**src/rtl/pipe_ctrl_pkg.sv**
```systemverilog
// Shared definitions for the pipeline hazard controller and the register file:
// the FSM state encoding, the default memory latency and the register-index width.
package pipe_ctrl_pkg;

  localparam int REG_AW      = 5;
  localparam int MEM_LAT_DEF = 2;

  typedef enum logic [1:0] {
    RUN   = 2'd0,
    WAIT  = 2'd1,
    DRAIN = 2'd2
  } ctrl_state_e;

endpackage

```
**src/rtl/pipe_hazard_ctrl_if.sv**
```systemverilog
// Bundle between the datapath (master) and the hazard controller (slave):
// hazard-relevant fields of the in-flight instructions and the pipe-register strobes.
interface pipe_hazard_ctrl_if #(
  parameter int REG_AW = pipe_ctrl_pkg::REG_AW
);

  logic [REG_AW-1:0] ifid_rs_i;
  logic [REG_AW-1:0] ifid_rt_i;
  logic              ifid_uses_rt_i;
  logic              idex_memread_i;
  logic [REG_AW-1:0] idex_rt_i;
  logic              exmem_mem_i;
  logic              branch_taken_i;

  logic pc_write_o;
  logic ifid_write_o;
  logic idex_write_o;
  logic exmem_write_o;
  logic memwb_write_o;
  logic ifid_flush_o;
  logic idex_flush_o;
  logic exmem_flush_o;
  logic memwb_flush_o;

  modport master (
    output ifid_rs_i, ifid_rt_i, ifid_uses_rt_i, idex_memread_i, idex_rt_i,
           exmem_mem_i, branch_taken_i,
    input  pc_write_o, ifid_write_o, idex_write_o, exmem_write_o, memwb_write_o,
           ifid_flush_o, idex_flush_o, exmem_flush_o, memwb_flush_o
  );

  modport slave (
    input  ifid_rs_i, ifid_rt_i, ifid_uses_rt_i, idex_memread_i, idex_rt_i,
           exmem_mem_i, branch_taken_i,
    output pc_write_o, ifid_write_o, idex_write_o, exmem_write_o, memwb_write_o,
           ifid_flush_o, idex_flush_o, exmem_flush_o, memwb_flush_o
  );

endinterface

```
**src/rtl/load_use_detect.sv**
```systemverilog
// Combinational load-use comparator: flags an ID instruction that reads the
// destination of a load currently in EX. Register 0 never creates a hazard.
module load_use_detect
  import pipe_ctrl_pkg::*;
#(
  parameter int REG_AW = pipe_ctrl_pkg::REG_AW
) (
  input  logic [REG_AW-1:0] ifid_rs_i,
  input  logic [REG_AW-1:0] ifid_rt_i,
  input  logic              ifid_uses_rt_i,
  input  logic              idex_memread_i,
  input  logic [REG_AW-1:0] idex_rt_i,
  output logic              hazard_o
);

  logic rs_match;
  logic rt_match;

  always_comb begin
    rs_match = (idex_rt_i == ifid_rs_i);
    rt_match = ifid_uses_rt_i && (idex_rt_i == ifid_rt_i);
    hazard_o = idex_memread_i && (idex_rt_i != '0) && (rs_match || rt_match);
  end

endmodule

```
**src/rtl/pipe_hazard_ctrl.sv**
```systemverilog
// Pipeline control unit: per-stage write/flush strobes, PC enable and memory-wait FSM.
// Define PIPE_HAZ_STATS_EN to add the saturating stall_cnt_o statistics counter.
module pipe_hazard_ctrl
  import pipe_ctrl_pkg::*;
#(
  parameter int REG_AW  = pipe_ctrl_pkg::REG_AW,
  parameter int MEM_LAT = MEM_LAT_DEF
) (
  input  logic               clk_i,
  input  logic               rst_n,
  pipe_hazard_ctrl_if.slave  bus
`ifdef PIPE_HAZ_STATS_EN
  ,
  output logic [31:0]        stall_cnt_o
`endif
);

  localparam int                CNT_W    = (MEM_LAT > 0) ? $clog2(MEM_LAT + 1) : 1;
  localparam logic [CNT_W-1:0]  CNT_INIT = (MEM_LAT >= 2) ? CNT_W'(MEM_LAT - 2) : '0;
  localparam bit                MEM_EN   = (MEM_LAT > 0);
  localparam ctrl_state_e       MEM_NEXT = (MEM_LAT >= 2) ? WAIT : DRAIN;

  ctrl_state_e      state_q, state_d;
  logic [CNT_W-1:0] cnt_q, cnt_d;
  logic             mem_stall;
  logic             load_use;

  logic pc_write;
  logic ifid_write, idex_write, exmem_write, memwb_write;
  logic ifid_flush, idex_flush, exmem_flush, memwb_flush;

  load_use_detect #(
    .REG_AW(REG_AW)
  ) u_load_use_detect (
    .ifid_rs_i      (bus.ifid_rs_i),
    .ifid_rt_i      (bus.ifid_rt_i),
    .ifid_uses_rt_i (bus.ifid_uses_rt_i),
    .idex_memread_i (bus.idex_memread_i),
    .idex_rt_i      (bus.idex_rt_i),
    .hazard_o       (load_use)
  );

  always_ff @(posedge clk_i or negedge rst_n) begin
    if (!rst_n) begin
      state_q <= RUN;
      cnt_q   <= '0;
    end else begin
      state_q <= state_d;
      cnt_q   <= cnt_d;
    end
  end

  // The triggering RUN cycle is the first stall cycle, so WAIT covers the remaining MEM_LAT-1.
  always_comb begin
    state_d   = state_q;
    cnt_d     = cnt_q;
    mem_stall = 1'b0;
    unique case (state_q)
      RUN: begin
        if (MEM_EN && bus.exmem_mem_i) begin
          mem_stall = 1'b1;
          state_d   = MEM_NEXT;
          cnt_d     = CNT_INIT;
        end
      end
      WAIT: begin
        mem_stall = 1'b1;
        if (cnt_q == '0) begin
          state_d = DRAIN;
        end else begin
          cnt_d = cnt_q - CNT_W'(1);
        end
      end
      DRAIN: begin
        state_d = RUN;
      end
      default: begin
        state_d = RUN;
        cnt_d   = '0;
      end
    endcase
  end

  always_comb begin
    pc_write    = 1'b1;
    ifid_write  = 1'b1;
    idex_write  = 1'b1;
    exmem_write = 1'b1;
    memwb_write = 1'b1;
    ifid_flush  = 1'b0;
    idex_flush  = 1'b0;
    exmem_flush = 1'b0;
    memwb_flush = 1'b0;
    if (mem_stall) begin
      pc_write    = 1'b0;
      ifid_write  = 1'b0;
      idex_write  = 1'b0;
      exmem_write = 1'b0;
      memwb_flush = 1'b1;
    end else if (bus.branch_taken_i) begin
      ifid_flush  = 1'b1;
      idex_flush  = 1'b1;
      exmem_flush = 1'b1;
    end else if (load_use) begin
      pc_write    = 1'b0;
      ifid_write  = 1'b0;
      idex_flush  = 1'b1;
    end
  end

  assign bus.pc_write_o    = pc_write;
  assign bus.ifid_write_o  = ifid_write;
  assign bus.idex_write_o  = idex_write;
  assign bus.exmem_write_o = exmem_write;
  assign bus.memwb_write_o = memwb_write;
  assign bus.ifid_flush_o  = ifid_flush;
  assign bus.idex_flush_o  = idex_flush;
  assign bus.exmem_flush_o = exmem_flush;
  assign bus.memwb_flush_o = memwb_flush;

`ifdef PIPE_HAZ_STATS_EN
  logic [31:0] stall_cnt_q, stall_cnt_d;

  // Every cycle without a PC update counts; branch flushes keep the PC moving and are excluded.
  always_comb begin
    stall_cnt_d = stall_cnt_q;
    if (!pc_write && (stall_cnt_q != 32'hFFFF_FFFF)) begin
      stall_cnt_d = stall_cnt_q + 32'd1;
    end
  end

  always_ff @(posedge clk_i or negedge rst_n) begin
    if (!rst_n) begin
      stall_cnt_q <= '0;
    end else begin
      stall_cnt_q <= stall_cnt_d;
    end
  end

  assign stall_cnt_o = stall_cnt_q;
`endif

endmodule

```
**src/flat_wrapper.sv**
```systemverilog
// flat-port wrapper written by rule: the top's interface ports become plain ports
module pipe_hazard_ctrl_flat import pipe_ctrl_pkg::*;
#(
  parameter int REG_AW  = pipe_ctrl_pkg::REG_AW,
  parameter int MEM_LAT = MEM_LAT_DEF
)
  (clk_i, rst_n, bus_ifid_rs_i, bus_ifid_rt_i, bus_ifid_uses_rt_i, bus_idex_memread_i, bus_idex_rt_i, bus_exmem_mem_i, bus_branch_taken_i, bus_pc_write_o, bus_ifid_write_o, bus_idex_write_o, bus_exmem_write_o, bus_memwb_write_o, bus_ifid_flush_o, bus_idex_flush_o, bus_exmem_flush_o, bus_memwb_flush_o);
  pipe_hazard_ctrl_if #(.REG_AW(REG_AW)) bus_i ();
  input  logic clk_i;
  input  logic rst_n;
  input wire logic [$bits(bus_i.ifid_rs_i)-1:0] bus_ifid_rs_i;
  input wire logic [$bits(bus_i.ifid_rt_i)-1:0] bus_ifid_rt_i;
  input wire logic [$bits(bus_i.ifid_uses_rt_i)-1:0] bus_ifid_uses_rt_i;
  input wire logic [$bits(bus_i.idex_memread_i)-1:0] bus_idex_memread_i;
  input wire logic [$bits(bus_i.idex_rt_i)-1:0] bus_idex_rt_i;
  input wire logic [$bits(bus_i.exmem_mem_i)-1:0] bus_exmem_mem_i;
  input wire logic [$bits(bus_i.branch_taken_i)-1:0] bus_branch_taken_i;
  output wire logic [$bits(bus_i.pc_write_o)-1:0] bus_pc_write_o;
  output wire logic [$bits(bus_i.ifid_write_o)-1:0] bus_ifid_write_o;
  output wire logic [$bits(bus_i.idex_write_o)-1:0] bus_idex_write_o;
  output wire logic [$bits(bus_i.exmem_write_o)-1:0] bus_exmem_write_o;
  output wire logic [$bits(bus_i.memwb_write_o)-1:0] bus_memwb_write_o;
  output wire logic [$bits(bus_i.ifid_flush_o)-1:0] bus_ifid_flush_o;
  output wire logic [$bits(bus_i.idex_flush_o)-1:0] bus_idex_flush_o;
  output wire logic [$bits(bus_i.exmem_flush_o)-1:0] bus_exmem_flush_o;
  output wire logic [$bits(bus_i.memwb_flush_o)-1:0] bus_memwb_flush_o;
  assign bus_i.ifid_rs_i = bus_ifid_rs_i;
  assign bus_i.ifid_rt_i = bus_ifid_rt_i;
  assign bus_i.ifid_uses_rt_i = bus_ifid_uses_rt_i;
  assign bus_i.idex_memread_i = bus_idex_memread_i;
  assign bus_i.idex_rt_i = bus_idex_rt_i;
  assign bus_i.exmem_mem_i = bus_exmem_mem_i;
  assign bus_i.branch_taken_i = bus_branch_taken_i;
  assign bus_pc_write_o = bus_i.pc_write_o;
  assign bus_ifid_write_o = bus_i.ifid_write_o;
  assign bus_idex_write_o = bus_i.idex_write_o;
  assign bus_exmem_write_o = bus_i.exmem_write_o;
  assign bus_memwb_write_o = bus_i.memwb_write_o;
  assign bus_ifid_flush_o = bus_i.ifid_flush_o;
  assign bus_idex_flush_o = bus_i.idex_flush_o;
  assign bus_exmem_flush_o = bus_i.exmem_flush_o;
  assign bus_memwb_flush_o = bus_i.memwb_flush_o;
  pipe_hazard_ctrl #(.REG_AW(REG_AW), .MEM_LAT(MEM_LAT)) u_core (.clk_i(clk_i), .rst_n(rst_n), .bus(bus_i));
endmodule
```
**config.mk**
```make
export PLATFORM = sky130hd
export DESIGN_NAME = pipe_hazard_ctrl_flat
export DESIGN_NICKNAME = d
export VERILOG_FILES = /design/src/rtl/pipe_ctrl_pkg.sv /design/src/rtl/pipe_hazard_ctrl_if.sv /design/src/rtl/load_use_detect.sv /design/src/rtl/pipe_hazard_ctrl.sv /design/src/flat_wrapper.sv
export SDC_FILE = /design/constraint.sdc
export NUM_CORES = 1
export LEC_CHECK = 0
export ABC_CLOCK_PERIOD_IN_PS = 3950
export CELL_PAD_IN_SITES_DETAIL_PLACEMENT = 0
export CELL_PAD_IN_SITES_GLOBAL_PLACEMENT = 1
export CORE_MARGIN = 2
export CORE_UTILIZATION = 22
export DETAILED_ROUTE_END_ITERATION = 16
export MAX_ROUTING_LAYER = met4
export PLACE_DENSITY_LB_ADDON = 0.1
export REMOVE_ABC_BUFFERS = 1
export SKIP_CTS_REPAIR_TIMING = 1
export SYNTH_ARGS = -nofsm -noshare
export SYNTH_HDL_FRONTEND = slang
export SYNTH_SLANG_ARGS = --single-unit
```
**constraint.sdc**
```tcl
create_clock -name clk_i -period 3.95 [get_ports clk_i]
set_clock_uncertainty 0.05 [all_clocks]
set_input_delay 0.5925 -clock clk_i [delete_from_list [all_inputs] [get_ports clk_i]]
set_output_delay 0.5925 -clock clk_i [all_outputs]
set_load 0.02 [all_outputs]
```
======== Word level (Yosys, flattened, before mapping) ========
Index checks and enable logic that the tools add are counted.
operators by class
  add/subtract/negate cells ............... 1
  eq/ne operators ......................... 7
  muxes and demuxes ....................... 18
  bitwise operators ....................... 1
  reduce and logical (&&, ||, !) cells .... 9
operators by type and width
  cell                   count
  $mux W1                11
  $eq A5 B5 Y1           2
  $mux W2                4
  $pmux W2 S3            1
  $reduce_bool A5 Y1     1
  $logic_not A2 Y1       2
  $ne A2 B2 Y1 const B   2
  $pmux W2 S2            1
  $logic_and A1 B1 Y1    3
  $reduce_and A3 Y1      1
  $eq A2 B1 Y1 const B   1
  $eq A2 B2 Y1 const B   1
  $ne A2 B1 Y1 const B   1
  $pmux W1 S2            1
  $reduce_and A2 Y1      1
  $sub A2 B1 Y2 const B  1
  $logic_or A1 B1 Y1     1
  $not A1 Y1             1
word-level totals
  register bits ........................... 4

======== Logic depth before layout (Yosys ltp) ========
  depth after elaboration ................. 7
  mapped depth ............................ 5

======== Cells and area by module ========
A second synthesis with hierarchy kept.
unflattened totals
  cell total of the unflattened synthesis .. 50
  area, all modules ....................... 401.6 um2
by module, submodules not included
  module            times used  cells each  area each (um2)  seq. area each (um2)
  pipe_hazard_ctrl  1           33          269.0            100.1
  load_use_detect   1           17          132.6            0.0

======== Worst setup path before layout ========
Ideal clock, no wire load.
  path kind ............................... input to output
  start ................................... input bus_exmem_mem_i
  end ..................................... output bus_idex_flush_o
  arrival ................................. 2014 ps
  slack ................................... 1294 ps
  cell stages on the path ................. 3
  path through ............................ o21bai_1 -> inv_1 -> o31ai_1
between the ends
  cells in the longest elaborated chain, start to end .. 3
ends and longest elaborated chain
  what         line                    source
  from (decl)  flat_wrapper.sv:16      input wire logic [$bits(bus_i.exmem_mem_i)-1:0] bus_exmem_mem_i;
  $mux W1      pipe_hazard_ctrl.sv:60  if (MEM_EN && bus.exmem_mem_i) begin
  $pmux W1 S2  pipe_hazard_ctrl.sv:58  unique case (state_q)
  $mux W1      pipe_hazard_ctrl.sv:94  if (mem_stall) begin
  to (decl)    flat_wrapper.sv:24      output wire logic [$bits(bus_i.idex_flush_o)-1:0] bus_idex_flush_o;
Every way passes these cells.

======== Worst setup path in the final report ========
  start ................................... input bus_idex_rt_i[0]
  end ..................................... output bus_ifid_write_o
between the ends
  cells in the longest elaborated chain, start to end .. 7
  elaborated cells between the ends (all ways) .. 10
  those cells by class .................... eq/ne: 2; mux: 3; reduce/logical: 5
ends and longest elaborated chain
  what                   line                     source
  from (decl)            flat_wrapper.sv:15       input wire logic [$bits(bus_i.idex_rt_i)-1:0] bus_idex_rt_i;
  $eq A5 B5 Y1           load_use_detect.sv:21    rt_match = ifid_uses_rt_i && (idex_rt_i == ifid_rt_i);
  $logic_and A1 B1 Y1    load_use_detect.sv:21
  $logic_or A1 B1 Y1     load_use_detect.sv:22    hazard_o = idex_memread_i && (idex_rt_i != '0) && (rs_match || rt_match);
  $logic_and A1 B1 Y1 *  load_use_detect.sv:22
  $mux W1 *              pipe_hazard_ctrl.sv:104  end else if (load_use) begin
  $mux W1 *              pipe_hazard_ctrl.sv:100  end else if (bus.branch_taken_i) begin
  $mux W1 *              pipe_hazard_ctrl.sv:94
  to (decl)              flat_wrapper.sv:19       output wire logic [$bits(bus_i.ifid_write_o)-1:0] bus_ifid_write_o;
Every way passes the cells marked *; elsewhere a longest branch is shown, timed or not.

==> run summary <==
The area fraction of the dominant cell type after synthesis is 26.1%. The number of core rows is 15. For this design the static power due to leakage is 0.286 nW. In this run the vertical extent of the chip is 45.8 µm.

The worst register-to-register path has a setup slack of 2.81 ns. The cell sitting at the root of the clock tree is a clkbuf_4. After routing, the total negative slack on setup checks comes to 0 ns. The highest ir drop seen on vdd is 0.309 mV. The count of final setup violators is 0. STA classifies the critical path startpoint as an input port. The final layout contains 97 nets. The length of the first detailed-routing pass in iterations came out at 2. In this run the most critical hold path is launched from u_core.state_q[0].

In this run the deepest clock path goes through 2 buffers. Counting instances, the worst hold path has a depth of 1. The count of cell types in the netlist is 22. The final cycle utilization of the critical path is 80.9%. Cells fill 40.1% of the core in the end.

The die area is 2100 µm². The most frequent standard cell in the layout excluding fill and tap cells is clkdlybuf4s50_1. STA classifies the critical path endpoint as a primary output. The tree built by TritonCTS fans out to 4 sinks. The number of pins exceeding their max-slew limit in the final report came to 0. The clock network accounts for 15.2% of the total power. The share of power burned in registers is 21.0%. TritonCTS built the clock tree. The number of global-route vias before repair is 367. The clock transition at the register clock pins on the worst setup and hold paths after CTS is 0.04 ns. The routed wire length is 896 µm.

The count of final hold-check violations is 0. The top-level I/O count came out at 30. The startpoint-to-endpoint class of the critical path is in -> out. The combinational cell fraction of total power came out at 63.8%. CTS built an H-tree with a depth of 1. The synthesized design spends more area on one cell type than any other, namely dfrtp_1. Once placement completed, the tool counted placed cells totaling 87. For this run the aggregate overflow at the end of global routing stands at 0. The detailed router placed 390 vias in this run. The antenna cell count is 0. In this run the power density over the cells is 487 nW/µm².

Dividing the detail-routed via count by the number of cells gives 4.33. Entering global routing, the biggest net connects 7 pins. The global-route wire length before repair came out at 1440 µm.

The residual DRC count came out at 0. Synthesis produced a netlist whose cell count is 46. The starting utilization of the core area came out at 22.7%. A synthesized cell averages 8.35 µm². In this run the critical register-to-register path is launched from u_core.cnt_q[0]. STA puts the critical path data arrival time at 2.55 ns. The analysis attributes to net switching a power of 133 µW. The global placement routability congestion is 0.737. At the later pin of the worst-skew pair, clock insertion delay measures 0.23 ns.

The core area is 1690 µm². The Yosys warning count is 0. The tool flagged a number of max-cap violations equal to 0. The run finished with clean final reports. The fraction of layout cells with a size suffix above 1 came out at 5.48%. The switching fraction of total power came out at 40.4%. The internal power came out at 197 µW. For the worst setup path, the data required time is 3.31 ns. The path with the worst hold slack has its endpoint at u_core.cnt_q[1]. The growth of design area from synthesis to finish came out at 76.5%. After layout, the minimum clock period comes to 3.19 ns.

The routed wirelength normalized by instance count came out at 9.96 µm. The first routing iteration left 3 violations. In the layout the commonest cells are 28 x clkdlybuf4s50_1, 10 x xor2_1, 5 x inv_1, 4 x dfrtp_1.

By area the synthesized netlist is led by dfrtp_1 26%, xor2_1 23%, buf_4 7.8%. The capture instance of the worst register-to-register path is u_core.cnt_q[1]. The overall die width is 45.8 µm. Along the worst path, the maximum fanout reaches 3. The type of the tightest min-delay check is reg -> reg. For this run, the register share of the synthesized area comes to 26.1%.

The total global routing track utilization is 10.3%. The count of filler cells inserted in the layout is 178. The cell area that synthesis handed to floorplanning was 384 µm².

The number of cells traversed by the worst register-to-register path is 5. The post-DP HPWL is 767 µm. Once layout is complete, the cells apart from fillers number 90. The final antenna-violating net count came out at 0. The number of buffers inserted during clock tree synthesis came out at 3. The initial antenna violation count came out at 0.

The highest achievable clock rate is 313 MHz. The flip-flop and latch count after synthesis came out at 4. Setup repair after global routing left no endpoint under its margin. Buffers placed on the I/O ports in this run total 28.
## metal layers
layer | wire length [µm] | vias to the layer above | global-route usage [%]
li1 | - | 204 | -
met1 | 415 | 164 | 13.6
met2 | 380 | 22 | 12.7
met3 | 100 | 0 | 6.35
met4 | 0 | 0 | 3.43
met5 | 0 | - | -
## worst max-delay path by stage
stage / slack, ns / startpoint / endpoint / cells past startpoint
final: 0.76 / bus_idex_rt_i[0] / bus_ifid_write_o / 5
after global routing: 0.64 / bus_idex_rt_i[2] / bus_idex_flush_o / 6
after CTS: 0.72 / bus_idex_rt_i[4] / bus_idex_flush_o / 6
after detailed placement: 0.74 / bus_idex_rt_i[4] / bus_idex_flush_o / 6
after global placement: 0.71 / bus_idex_rt_i[4] / bus_idex_flush_o / 6
after floorplan: 1.00 / bus_exmem_mem_i / bus_idex_flush_o / 3
## power groups by stage
| stage | clock network (mW) | registers [mW] | logic, mW |
|---|---|---|---|
| 2_1_floorplan | 0 | 0.0664 | 0.117 |
| 3_3_place_gp | 0 | 0.0700 | 0.215 |
| 3_5_place_dp | 0 | 0.0699 | 0.212 |
| 4_1_cts | 0.0528 | 0.0695 | 0.214 |
| 5_1_grt | 0.0582 | 0.0716 | 0.229 |
| 6_report | 0.0501 | 0.0693 | 0.211 |
## Yosys cell counts
| cell | n |
|---|---|
| ha_1 | 1 |
| a21oi_1 | 2 |
| a32oi_1 | 1 |
| nor3_1 | 1 |
| xor2_1 | 10 |
| nand2b_1 | 2 |
| o21bai_1 | 1 |
| xnor2_1 | 1 |
| buf_4 | 4 |
| nand2_1 | 2 |
| conb_1 | 1 |
| o31a_1 | 1 |
| inv_1 | 5 |
| o31ai_1 | 1 |
| o21ai_0 | 1 |
| o22ai_1 | 1 |
| nor4_2 | 1 |
| nand3b_1 | 1 |
| dfrtp_1 | 4 |
| or4_1 | 1 |
| nor2_1 | 3 |
| o21ai_1 | 1 |
## metrics by stage
stage / power, mW / setup slack [ns] / area [µm²] / hold WS, ns
2_1_floorplan: 0.183 / 1.00 / 354 / 0.247
3_3_place_gp: 0.285 / 0.708 / 656 / 0.470
3_5_place_dp: 0.282 / 0.738 / 656 / 0.473
4_1_cts: 0.336 / 0.718 / 678 / 0.473
6_report: 0.330 / 0.755 / 678 / 0.468
5_1_grt: 0.359 / 0.635 / 678 / 0.496
## cells by family (layout without fill, tap and decap cells)
kind of cell | after synthesis | after routing | synth area share, %
flip-flops | 4 | 4 | 26.1
adder cells (fa/ha/maj) | 1 | 1 | 3.26
AO/OA/AOI/OAI | 9 | 9 | 15.3
buffers and inverters | 9 | 36 | 12.7
other | 1 | 1 | 0.976
XOR/XNOR | 11 | 11 | 25.1
AND/OR/NAND/NOR | 11 | 11 | 16.6
## registers in the layout (all words and copies together), names as in the netlist
register        count
u_core.state_q      2
u_core.cnt_q        2
## critical path: stages
cell             delay [ns]
clkdlybuf4s50_1        0.47
or4_1                  0.55
o21ai_1                0.18
o31a_1                 0.15
clkdlybuf4s50_1        0.60
## final cells by class
cell class / count / area [µm²] / share of cell area, %
clock buffer: 3 / 22.5 / 3.32
tap: 17 / 21.3 / 3.14
inverter: 5 / 18.8 / 2.77
sequential: 4 / 100 / 14.8
multi-input combinational: 33 / 235 / 34.7
timing repair buffer: 28 / 280 / 41.3
No activity file was read; power rests on OpenSTA's default activity.
